$ cat src/rtl/cop0_exception_sequencer.sv
// COP0 exception entry / ERET return sequencer.
// Performs one COP0 register access per cycle through a single read port
// and a single write port. Finishes with a one-cycle fetch redirect.
module cop0_exception_sequencer #(
    parameter logic [11:0] VECTOR_OFFSET = 12'h180
) (
    input  logic        clk,
    input  logic        reset,
    input  logic        exc_valid,
    input  logic [4:0]  exc_code,
    input  logic [31:0] exc_pc,
    input  logic        exc_in_delay_slot,
    input  logic        exc_has_badvaddr,
    input  logic [31:0] exc_badvaddr,
    input  logic        eret_valid,
    output logic        busy,
    output logic        cop0_we,
    output logic [4:0]  cop0_write_rd,
    output logic [2:0]  cop0_write_sel,
    output logic [31:0] cop0_din,
    output logic [4:0]  cop0_read_rd,
    output logic [2:0]  cop0_read_sel,
    input  logic [31:0] cop0_dout,
    output logic        redirect_valid,
    output logic [31:0] redirect_pc
);

    // COP0 register numbers (rd); EBase is the only register using sel 1.
    localparam logic [4:0] RD_BADVADDR = 5'd8;
    localparam logic [4:0] RD_STATUS   = 5'd12;
    localparam logic [4:0] RD_CAUSE    = 5'd13;
    localparam logic [4:0] RD_EPC      = 5'd14;
    localparam logic [4:0] RD_EBASE    = 5'd15;
    localparam logic [4:0] RD_ERROREPC = 5'd30;

    typedef enum logic [3:0] {
        IDLE,
        X_RD_STATUS,
        X_WR_EPC,
        X_WR_BADV,
        X_RD_CAUSE,
        X_WR_CAUSE,
        X_WR_STATUS,
        X_RD_EBASE,
        E_RD_STATUS,
        E_WR_STATUS,
        E_RD_EPC,
        REDIRECT
    } state_t;

    state_t      state_reg, state_next;
    logic [31:0] status_reg, status_next;

    // Latched exception request
    logic [4:0]  exc_code_reg;
    logic [31:0] exc_pc_reg;
    logic        exc_ds_reg;
    logic        exc_has_bv_reg;
    logic [31:0] exc_bv_reg;

    // Registered outputs and their next values
    logic        busy_reg, busy_next;
    logic        we_reg, we_next;
    logic [4:0]  wr_rd_reg, wr_rd_next;
    logic [2:0]  wr_sel_reg, wr_sel_next;
    logic [31:0] din_reg, din_next;
    logic [4:0]  rd_rd_reg, rd_rd_next;
    logic [2:0]  rd_sel_reg, rd_sel_next;
    logic        redir_reg, redir_next;
    logic [31:0] redir_pc_reg, redir_pc_next;

    // Next state, write data, and COP0 control decoded from the next state
    // so that every output is a register aligned with the state it belongs to.
    always_comb begin
        state_next    = state_reg;
        status_next   = status_reg;
        din_next      = '0;
        redir_pc_next = redir_pc_reg;

        case (state_reg)
            IDLE: begin
                if (exc_valid) begin
                    state_next = X_RD_STATUS;
                end else if (eret_valid) begin
                    state_next = E_RD_STATUS;
                end
            end
            X_RD_STATUS: begin
                status_next = cop0_dout;
                if (!cop0_dout[1]) begin
                    state_next = X_WR_EPC;
                    din_next   = exc_ds_reg ? (exc_pc_reg - 32'd4) : exc_pc_reg;
                end else if (exc_has_bv_reg) begin
                    state_next = X_WR_BADV;
                    din_next   = exc_bv_reg;
                end else begin
                    state_next = X_RD_CAUSE;
                end
            end
            X_WR_EPC: begin
                if (exc_has_bv_reg) begin
                    state_next = X_WR_BADV;
                    din_next   = exc_bv_reg;
                end else begin
                    state_next = X_RD_CAUSE;
                end
            end
            X_WR_BADV: state_next = X_RD_CAUSE;
            X_RD_CAUSE: begin
                // BD only updates when this is not a nested exception.
                state_next = X_WR_CAUSE;
                din_next   = {(status_reg[1] ? cop0_dout[31] : exc_ds_reg),
                              cop0_dout[30:7], exc_code_reg, cop0_dout[1:0]};
            end
            X_WR_CAUSE: begin
                state_next = X_WR_STATUS;
                din_next   = status_reg | 32'h2;
            end
            X_WR_STATUS: state_next = X_RD_EBASE;
            X_RD_EBASE: begin
                state_next    = REDIRECT;
                redir_pc_next = {cop0_dout[31:12], VECTOR_OFFSET};
            end
            E_RD_STATUS: begin
                status_next = cop0_dout;
                state_next  = E_WR_STATUS;
                din_next    = cop0_dout[2] ? (cop0_dout & ~32'h4) : (cop0_dout & ~32'h2);
            end
            E_WR_STATUS: state_next = E_RD_EPC;
            E_RD_EPC: begin
                state_next    = REDIRECT;
                redir_pc_next = cop0_dout;
            end
            REDIRECT: state_next = IDLE;
            default:  state_next = IDLE;
        endcase

        we_next     = 1'b0;
        wr_rd_next  = '0;
        wr_sel_next = '0;
        rd_rd_next  = '0;
        rd_sel_next = '0;
        redir_next  = 1'b0;
        busy_next   = (state_next != IDLE);

        case (state_next)
            X_RD_STATUS, E_RD_STATUS: rd_rd_next = RD_STATUS;
            X_WR_EPC: begin
                we_next    = 1'b1;
                wr_rd_next = RD_EPC;
            end
            X_WR_BADV: begin
                we_next    = 1'b1;
                wr_rd_next = RD_BADVADDR;
            end
            X_RD_CAUSE: rd_rd_next = RD_CAUSE;
            X_WR_CAUSE: begin
                we_next    = 1'b1;
                wr_rd_next = RD_CAUSE;
            end
            X_WR_STATUS, E_WR_STATUS: begin
                we_next    = 1'b1;
                wr_rd_next = RD_STATUS;
            end
            X_RD_EBASE: begin
                rd_rd_next  = RD_EBASE;
                rd_sel_next = 3'd1;
            end
            E_RD_EPC: rd_rd_next = status_next[2] ? RD_ERROREPC : RD_EPC;
            REDIRECT: redir_next = 1'b1;
            default: ;
        endcase
    end

    // State, latched Status, and registered outputs
    always_ff @(posedge clk) begin
        if (reset) begin
            state_reg    <= IDLE;
            status_reg   <= '0;
            busy_reg     <= 1'b0;
            we_reg       <= 1'b0;
            wr_rd_reg    <= '0;
            wr_sel_reg   <= '0;
            din_reg      <= '0;
            rd_rd_reg    <= '0;
            rd_sel_reg   <= '0;
            redir_reg    <= 1'b0;
            redir_pc_reg <= '0;
        end else begin
            state_reg    <= state_next;
            status_reg   <= status_next;
            busy_reg     <= busy_next;
            we_reg       <= we_next;
            wr_rd_reg    <= wr_rd_next;
            wr_sel_reg   <= wr_sel_next;
            din_reg      <= din_next;
            rd_rd_reg    <= rd_rd_next;
            rd_sel_reg   <= rd_sel_next;
            redir_reg    <= redir_next;
            redir_pc_reg <= redir_pc_next;
        end
    end

    // Capture the exception request on acceptance
    always_ff @(posedge clk) begin
        if (reset) begin
            exc_code_reg   <= '0;
            exc_pc_reg     <= '0;
            exc_ds_reg     <= 1'b0;
            exc_has_bv_reg <= 1'b0;
            exc_bv_reg     <= '0;
        end else if (state_reg == IDLE && exc_valid) begin
            exc_code_reg   <= exc_code;
            exc_pc_reg     <= exc_pc;
            exc_ds_reg     <= exc_in_delay_slot;
            exc_has_bv_reg <= exc_has_badvaddr;
            exc_bv_reg     <= exc_badvaddr;
        end
    end

    assign busy           = busy_reg;
    assign cop0_we        = we_reg;
    assign cop0_write_rd  = wr_rd_reg;
    assign cop0_write_sel = wr_sel_reg;
    assign cop0_din       = din_reg;
    assign cop0_read_rd   = rd_rd_reg;
    assign cop0_read_sel  = rd_sel_reg;
    assign redirect_valid = redir_reg;
    assign redirect_pc    = redir_pc_reg;

endmodule

$ cat config.mk
export PLATFORM = sky130hd
export DESIGN_NAME = cop0_exception_sequencer
export DESIGN_NICKNAME = d
export VERILOG_FILES = /design/src/rtl/cop0_exception_sequencer.sv
export SDC_FILE = /design/constraint.sdc
export NUM_CORES = 1
export LEC_CHECK = 0
export ABC_CLOCK_PERIOD_IN_PS = 3000
export CAP_MARGIN = 20
export CORE_ASPECT_RATIO = 1.75
export CORE_MARGIN = 4
export CORE_UTILIZATION = 40
export CTS_CLUSTER_SIZE = 40
export DETAILED_ROUTE_END_ITERATION = 10
export PLACE_DENSITY = 0.67
export REMOVE_ABC_BUFFERS = 1
export SLEW_MARGIN = 20
export SYNTH_ARGS = -nofsm -noshare
export SYNTH_HDL_FRONTEND = slang
export SYNTH_SLANG_ARGS = --single-unit
$ cat constraint.sdc
create_clock -name clk -period 3 [get_ports clk]
set_input_delay 0.9 -clock clk [delete_from_list [all_inputs] [get_ports clk]]
set_output_delay 0.9 -clock clk [all_outputs]
set_load 0.03 [all_outputs]
# ---- Word-level counts from Yosys, hierarchy flattened
# Index checks and enable logic that the tools add are counted.
dict set report op_classes {
  add_sub_neg 1
  eq_ne 21
  n_mux 19
  reduce_logical 9
}
# operator n
set ops {}
lappend ops {{case mux 32 bit (5 select lines)} 1}
lappend ops {{two-way mux 32 bit} 3}
lappend ops {{case mux 32 bit (2 select lines)} 1}
lappend ops {{case mux 4 bit (10 select lines)} 1}
lappend ops {{== test 4 x 3 -> 1 bit, second input constant} 8}
lappend ops {{subtractor 32 x 3 -> 32 bit, second input constant} 1}
lappend ops {{== test 4 bit, second input constant} 7}
lappend ops {{case mux 5 bit (4 select lines)} 1}
lappend ops {{== test 4 x 2 -> 1 bit, second input constant} 4}
lappend ops {{case mux 4 bit (4 select lines)} 1}
lappend ops {{two-way mux 3 bit} 3}
lappend ops {{== test 4 x 1 -> 1 bit, second input constant} 2}
lappend ops {{two-way mux 4 bit} 2}
lappend ops {{OR reduction 2 bit} 4}
lappend ops {{two-way mux 5 bit} 1}
lappend ops {{OR reduction 5 bit} 1}
lappend ops {{logical NOT 4 bit} 1}
lappend ops {{two-way mux 1 bit} 4}
lappend ops {{nonzero test 4 bit} 1}
lappend ops {{two-way mux 2 bit} 1}
lappend ops {{nonzero test 2 bit} 1}
lappend ops {{logical AND 1 bit} 1}
dict set report totals {
  register_bits 187
  input_bits 107
  out_inout_bits 83
  elab_cells 66
}

# ---- Logic depth before layout (Yosys ltp)
# Gate-level depths: netlist (run 1).
dict set report depth {
  depth_word 6
  ltp_mapped 8
  ltp_nobuf 7
}

# ---- Worst setup path after synthesis (run 1)
# Ideal clock, no wire load.
dict set report synth_path {
  path_type {input to register}
  startpoint {in cop0_dout[1]}
  endpoint {reg din_reg[14] (netlist: cop0_din[14])}
  setup_ps 74
  arrival_time_ps 2399
  required_time_ps 2926
  setup_slack_ps 527
  cell_stages 6
  n_path_buf 2
  path_cell_list {clkbuf_1 -> nand3b_1 -> a211oi_1 -> clkbuf_1 -> a222oi_1 -> a31oi_1}
}
dict set report synth_between {
  elab_chain_cells 2
}
# element line_no
set synth_lines {}
lappend synth_lines {{from (decl)} 23} ;# input logic [31:0] cop0_dout,
lappend synth_lines {{two-way mux 32 bit} 90} ;# if (!cop0_dout[1]) begin
lappend synth_lines {{case mux 32 bit (5 select lines)} 80} ;# case (state_reg)
lappend synth_lines {{to (signal assigned)} 196} ;# din_reg <= din_next;
lappend synth_lines {{to (decl)} 66} ;# logic [31:0] din_reg, din_next;
# No other way between the ends.
# A chain may end at the register's enable or synchronous reset.

# ---- Final worst setup path (run 1)
dict set report layout_path {
  startpoint {reg exc_pc_reg[18]}
  endpoint {reg din_reg[28] (netlist: cop0_din[28])}
}
dict set report layout_between {
  elab_chain_cells 4
}
# element line_no
set layout_lines {}
lappend layout_lines {{from (decl)} 56} ;# logic [31:0] exc_pc_reg;
lappend layout_lines {{from (signal assigned)} 214} ;# exc_pc_reg <= exc_pc;
lappend layout_lines {{subtractor 32 x 3 -> 32 bit} 92} ;# din_next = exc_ds_reg ? (exc_pc_reg - 32'd4) : exc_pc_reg;
lappend layout_lines {{two-way mux 32 bit} 92}
lappend layout_lines {{two-way mux 32 bit} 90}
lappend layout_lines {{case mux 32 bit (5 select lines)} 80}
# No other way between the ends.

==> metrics.md, run 1 <==
| Metric | Value |
|---|---|
| Async SR Flop Fraction | `0` |
| Final Slew Violations | `0` |
| Iteration-0 DRC Markers | `705` |
| RSZ-0062 raised after global routing | `false` |
| Net Sw Power | `2.874 mW` |
| Most used DFF post-synth | `dfxtp_1` |
| Mean Syn Cell Area | `7.998 um2` |
| Fin Clk Skew | `10.22 ps` |
| # IOs | `190` |
| Dpl hpwl | `18.58 mm` |
| Synth cell count leaders | `nand2_1, dfxtp_1, a21oi_1, clkbuf_1, nor2_1` |
| DRT antenna net count | `0` |
| Data required time of the critical path | `3300 ps` |
| Final nets | `1240` |
| Number of flops mapped to enable cells by yosys | `0` |
| Worst Max-Slew Pin Slew | `747.1 ps` |
| Port bufs | `183` |
| Net Sw Frac | `0.3717` |
| CTS Buf Count | `17` |
| Slowest stage delay, CP | `560 ps` |
| Core footprint | `19110 um2` |
| Resize count post-CTS | `0` |
| Max_slew headroom | `0.5020` |
| Critical path's top delay family | `simple AND/OR/NAND/NOR gates` |
| Synth Register Bits | `183` |
| Share of the synthesized area in the top cell type | `0.4717` |
| CTS tree | `yes` |
| Largest cells by area after synthesis | `dfxtp_1, nand2_1, a21oi_1` |
| Cell taking the most area after synthesis | `dfxtp_1` |
| Final period util | `0.8488` |
| Clock Tree Root | `clkbuf_16` |
| Synth Instances | `971` |
| Hold slack final | `454.8 ps` |
| Pwr per Cell Area | `733.7 nW/um2` |
| Layout area overhead | `35.67%` |
| First-pass GRT wire length | `39.13 mm` |
| Chip Height | `192.3 um` |
| Max-Cap Viols | `0` |
| Setup slack after layout | `453.7 ps` |
| CTS clk-pin slew, worst paths | `70 ps` |
| CP Class | `reg2reg` |
| Peak Freq | `392.7 MHz` |
| DR vias/cell | `5.518` |
| Initial antenna violation count | `0` |
| Top-count cell post-synth | `nand2_1` |
| Post-Route WL | `25.82 mm` |
| Crit-path max FO | `9` |
| Routed vias | `7648` |
| Gate power share | `0.321` |
| Sequential share of power | `0.393` |
| Mapped cell area | `7766 um2` |
| Largest net degree at the start of global routing | `148` |
| Num rows | `67` |
| Total power draw | `7.730 mW` |
| Placer Congestion | `0.9075` |
| Total grt overflow | `0` |
| First drt pass iteration count | `6` |
| Number of remaining DRC errors | `0` |
| Setup Buffers After CTS | `0` |
| CP startpoint kind | `flip-flop` |
| Share of layout cells above drive strength 1 | `0.07860` |
| Sink Count | `183` |
| Int Power | `4.857 mW` |
| CP max stage cell | `nor4_1` |
| CTS H-tree lvls | `4` |
| Tmin final | `2546 ps` |
| Yosys cell types | `67` |
| CTS max path bufs | `2` |
| CP cell instances | `nor4_1, or3b_1, o31a_1, a2111oi_1, o22ai_1` |
| Yosys warns | `0` |
| Worst Hold Class | `reg2reg` |
| Status | `finished clean` |
| Total GRT Usage | `0.2312` |
| Die ar. | `21800 um2` |
| CP bufs+invs | `0` |
| Clock Power Share | `0.286` |
| Initial Util | `0.4063` |
| Post-Place Worst Slack | `186.8 ps` |
| Fill count | `1833` |
| Worst-Skew Late Latency | `440 ps` |
| Leak Pwr | `3.739 nW` |
| Die Wd | `113.3 um` |
| Final hold vios | `0` |
| Critical path endpoint category | `flip-flop` |
| Post-synthesis sequential area ratio | `0.4717` |
| Vias in the first global route | `7246` |
| Drt wl/cell | `18.63 um` |
| Hold-fix buffers, CTS | `0` |
| VDD IR-drop max | `0.3670 mV` |
| Worst Path Arrival | `2850 ps` |
| Ant diodes | `0` |
| Setup violators final | `0` |
-- cell families (layout without fill, tap and decap cells) --
logic type                 Yosys count  in the layout  share of synthesized area
and+or+nand+nor                    394            394                     0.2247
DFF                                183            183                     0.4717
other                                1              6                  0.0004829
adders and majority gates            1              1                   0.001611
muxes                                5              5                   0.007249
AOI/OAI and AO/OA                  278            278                     0.2254
buffers and inverters               91            260                    0.04849
xor gates and xnor gates            18             18                    0.02030
-- per-layer routing --
| layer | wire [um] | GRT usage | up-vias | share of wire |
|---|---|---|---|---|
| met4 | 1156 | 0.1268 | 0 | 0.045 |
| met1 | 9702 | 0.2640 | 3578 | 0.38 |
| met5 | 0 | 0 | - | 0 |
| li1 | - | - | 3726 | - |
| met3 | 1303 | 0.03483 | 62 | 0.050 |
| met2 | 13660 | 0.4096 | 282 | 0.53 |
-- stage by stage --
stage                     setup TNS [ps]    util  cells  cell area, um2
final                                  0  0.5513   1386           10540
after global placement                 0  0.5207   1353            9952
after detailed placement               0  0.5207   1353            9952
after floorplan                    -2604       -    896            7450
after CTS                              0  0.5510   1385           10530
after global routing                   0  0.5513   1386           10540
-- power groups by stage --
stage / Clock (mW) / Combinational, mW / Sequential, mW
finish: 2.21 / 2.48 / 3.04
detailed placement: 0 / 2.46 / 3.09
floorplan: 0 / 1.24 / 3.22
global route: 2.35 / 2.69 / 3.07
global placement: 0 / 2.42 / 3.08
CTS: 2.24 / 2.47 / 3.03
-- cells in the final DEF, fill, tap and decap left out, types with 5 or more instances in the layout --
master	n
or4_1	5
a211oi_1	7
a222oi_1	16
inv_8	6
nor3_1	7
nand3_1	8
xor2_1	9
a22oi_1	21
nand4_1	6
a31oi_1	11
mux2_2	5
nor4_1	11
xnor2_1	9
a21o_1	6
nor2_1	36
nand2b_1	6
dfxtp_1	183
nand2_1	276
clkdlybuf4s50_1	182
o31a_1	8
and2_1	5
inv_1	10
o22ai_1	9
buf_12	7
a21oi_1	150
clkbuf_16	17
nand3b_1	5
conb_1	6
o21ai_1	5
buf_4	27
o21ai_0	6
-- tightest hold or removal path, cell delays in order (launching register included) --
cell     delay (ps)
dfxtp_1         310
nand2_1          50
a21oi_1          50
-- cell type report --
type / instances / area, um2 / share of cell area
clock buffer: 19 / 452.9 / 0.04299
sequential: 183 / 3664 / 0.3477
multi-input combinational: 702 / 3781 / 0.3589
clock inverter: 13 / 126.4 / 0.01199
tap: 241 / 301.5 / 0.02862
inverter: 11 / 41.29 / 0.003919
timing repair buffer: 217 / 2170 / 0.2059
-- path summary, 6_finish.rpt --
path	start	end	slack, ps	cells past startpoint
setup / recovery	exc_pc_reg[18]$_SDFFE_PP0P_	cop0_din[28]$_SDFF_PP0_	450	5
hold / removal	redirect_pc[26]$_SDFFE_PP0P_	redirect_pc[26]$_SDFFE_PP0P_	450	2
setup reg to reg	exc_pc_reg[18]$_SDFFE_PP0P_	cop0_din[28]$_SDFF_PP0_	450	5
hold reg to reg	redirect_pc[26]$_SDFFE_PP0P_	redirect_pc[26]$_SDFFE_PP0P_	450	2
Power figures use the tool's default switching activity.
==> inputs of run 2 (changes only) <==
Settings changed: ABC_CLOCK_PERIOD_IN_PS 3000 to 2600.
Clock period 3 ns to 2.6 ns, I/O delays scaled along.
==> metrics.md, run 2 (synthesis results as in run 1) <==
| Metric | Value |
|---|---|
| Die Wd | `113.3 um (unchanged)` |
| Final period util | `0.9114 (was 0.8488)` |
| Sink Count | `183 (unchanged)` |
| Drt wl/cell | `19.05 um (was 18.63 um)` |
| Worst Path Arrival | `2670 ps (was 2850 ps)` |
| VDD IR-drop max | `0.4293 mV (was 0.3670 mV)` |
| Final nets | `1262 (was 1240)` |
| Worst Max-Slew Pin Slew | `792.8 ps (was 747.1 ps)` |
| Max-Cap Viols | `0 (unchanged)` |
| CTS Buf Count | `17 (unchanged)` |
| Final hold vios | `0 (unchanged)` |
| Peak Freq | `422.0 MHz (was 392.7 MHz)` |
| Leak Pwr | `3.835 nW (was 3.739 nW)` |
| Fin cells | `1408 (was 1386)` |
| Clock Tree Root | `clkbuf_16 (unchanged)` |
| Final Slew Violations | `0 (unchanged)` |
| Fill count | `1837 (was 1833)` |
| DR vias/cell | `5.526 (was 5.518)` |
| Num rows | `67 (unchanged)` |
| Share of layout cells above drive strength 1 | `0.09597 (was 0.07860)` |
| Die ar. | `21800 um2 (unchanged)` |
| Port bufs | `183 (unchanged)` |
| Max_slew headroom | `0.4703 (was 0.5020)` |
| CTS H-tree lvls | `4 (unchanged)` |
| First drt pass iteration count | `6 (unchanged)` |
| # IOs | `190 (unchanged)` |
| CP Class | `reg2reg (unchanged)` |
| Initial antenna violation count | `0 (unchanged)` |
| Total GRT Usage | `0.2406 (was 0.2312)` |
| Routed vias | `7781 (was 7648)` |
| Setup Buffers After CTS | `0 (unchanged)` |
| Iteration-0 DRC Markers | `600 (was 705)` |
| RSZ-0062 raised after global routing | `false (unchanged)` |
| Total power draw | `9.046 mW (was 7.730 mW)` |
| Placer Congestion | `0.8653 (was 0.9075)` |
| Crit-path max FO | `4 (was 9)` |
| Largest net degree at the start of global routing | `148 (unchanged)` |
| CTS clk-pin slew, worst paths | `80 ps (was 70 ps)` |
| Fin Clk Skew | `13.33 ps (was 10.22 ps)` |
| CP startpoint kind | `flip-flop (unchanged)` |
| Resize count post-CTS | `0 (unchanged)` |
| Core footprint | `19110 um2 (unchanged)` |
| Ant diodes | `0 (unchanged)` |
| Number of remaining DRC errors | `0 (unchanged)` |
| Number of cells after detailed placement | `1376 (was 1353)` |
| Layout area overhead | `37.52% (was 35.67%)` |
| Initial Util | `0.4063 (unchanged)` |
| Most common cell after layout, fill and taps aside | `nand2_1 (unchanged)` |
| Post-Route WL | `26.83 mm (was 25.82 mm)` |
| Status | `finished clean (unchanged)` |
| Critical path endpoint category | `flip-flop (unchanged)` |
| CTS max path bufs | `2 (unchanged)` |
| Data required time of the critical path | `2900 ps (was 3300 ps)` |
| Worst-Skew Late Latency | `440 ps (about the same)` |
| Hold-fix buffers, CTS | `0 (unchanged)` |
| Vias in the first global route | `7575 (was 7246)` |
| Dpl hpwl | `19.57 mm (was 18.58 mm)` |
| Tmin final | `2370 ps (was 2546 ps)` |
| Total grt overflow | `0 (unchanged)` |
| CTS tree | `yes (unchanged)` |
| Chip Height | `192.3 um (unchanged)` |
| Pwr per Cell Area | `847.0 nW/um2 (was 733.7 nW/um2)` |
| Most frequent cells in the layout | `nand2_1, dfxtp_1, clkdlybuf4s50_1 (unchanged)` |
| DRT antenna net count | `0 (unchanged)` |
| Setup violators final | `0 (unchanged)` |
| First-pass GRT wire length | `40.75 mm (was 39.13 mm)` |
| Worst Hold Class | `reg2reg (unchanged)` |
==> run 2: metrics by stage <==
step	utilization	setup WS (ps)	TNS, ps	cell area, um2	hold slack, ps
6_report	0.5588	230.4	0	10680	453.3
5_1_grt	0.5588	170.0	0	10680	475.6
4_1_cts	0.5585	256.4	0	10680	456.8
3_5_place_dp	0.5291	-34.55	-77.34	10110	446.6
3_3_place_gp	0.5291	14.41	0	10110	439.1
2_1_floorplan	-	-552.3	-15560	7450	426.8
==> run 2: layout make-up <==
type	instances	area, um2	area share
clock inverters	14	133.9	0.01254
clock buffers	18	429.2	0.04018
flip-flops and latches	183	3664	0.3430
multi-input cells	702	3786	0.3545
repair buffers	239	2325	0.2177
well taps	241	301.5	0.02823
inverters	11	41.29	0.003866
==> run 2: path summary, 6_finish.rpt <==
check | start | to | slack, ps | depth (start not counted)
worst max-delay path | exc_pc_reg[8]$_SDFFE_PP0P_ | cop0_din[28]$_SDFF_PP0_ | 230 | 5
worst min register to register | redirect_pc[27]$_SDFFE_PP0P_ | redirect_pc[27]$_SDFFE_PP0P_ | 450 | 2
worst min-delay path | redirect_pc[27]$_SDFFE_PP0P_ | redirect_pc[27]$_SDFFE_PP0P_ | 450 | 2
worst max register to register | exc_pc_reg[8]$_SDFFE_PP0P_ | cop0_din[28]$_SDFF_PP0_ | 230 | 5
==> run 2: routing by layer <==
layer  GRT usage  part of all wire
met3     0.02730             0.044
met2      0.4479              0.54
met4      0.1152             0.037
met5           0                 0
met1      0.2688              0.38
==> run 2: power breakdown <==
group | switching [mW] | internal, mW
registers | 0.292 | 3.19
logic | 1.84 | 1.21
clock network | 1.24 | 1.27
total | 3.38 | 5.67
==> run 2: worst max-delay path, stage by stage, from the launching register on <==
cell and delay (ps):
dfxtp_1 310, or4_4 580, or3b_1 400, o31a_1 310, a2111oi_1 470, o22ai_1 160
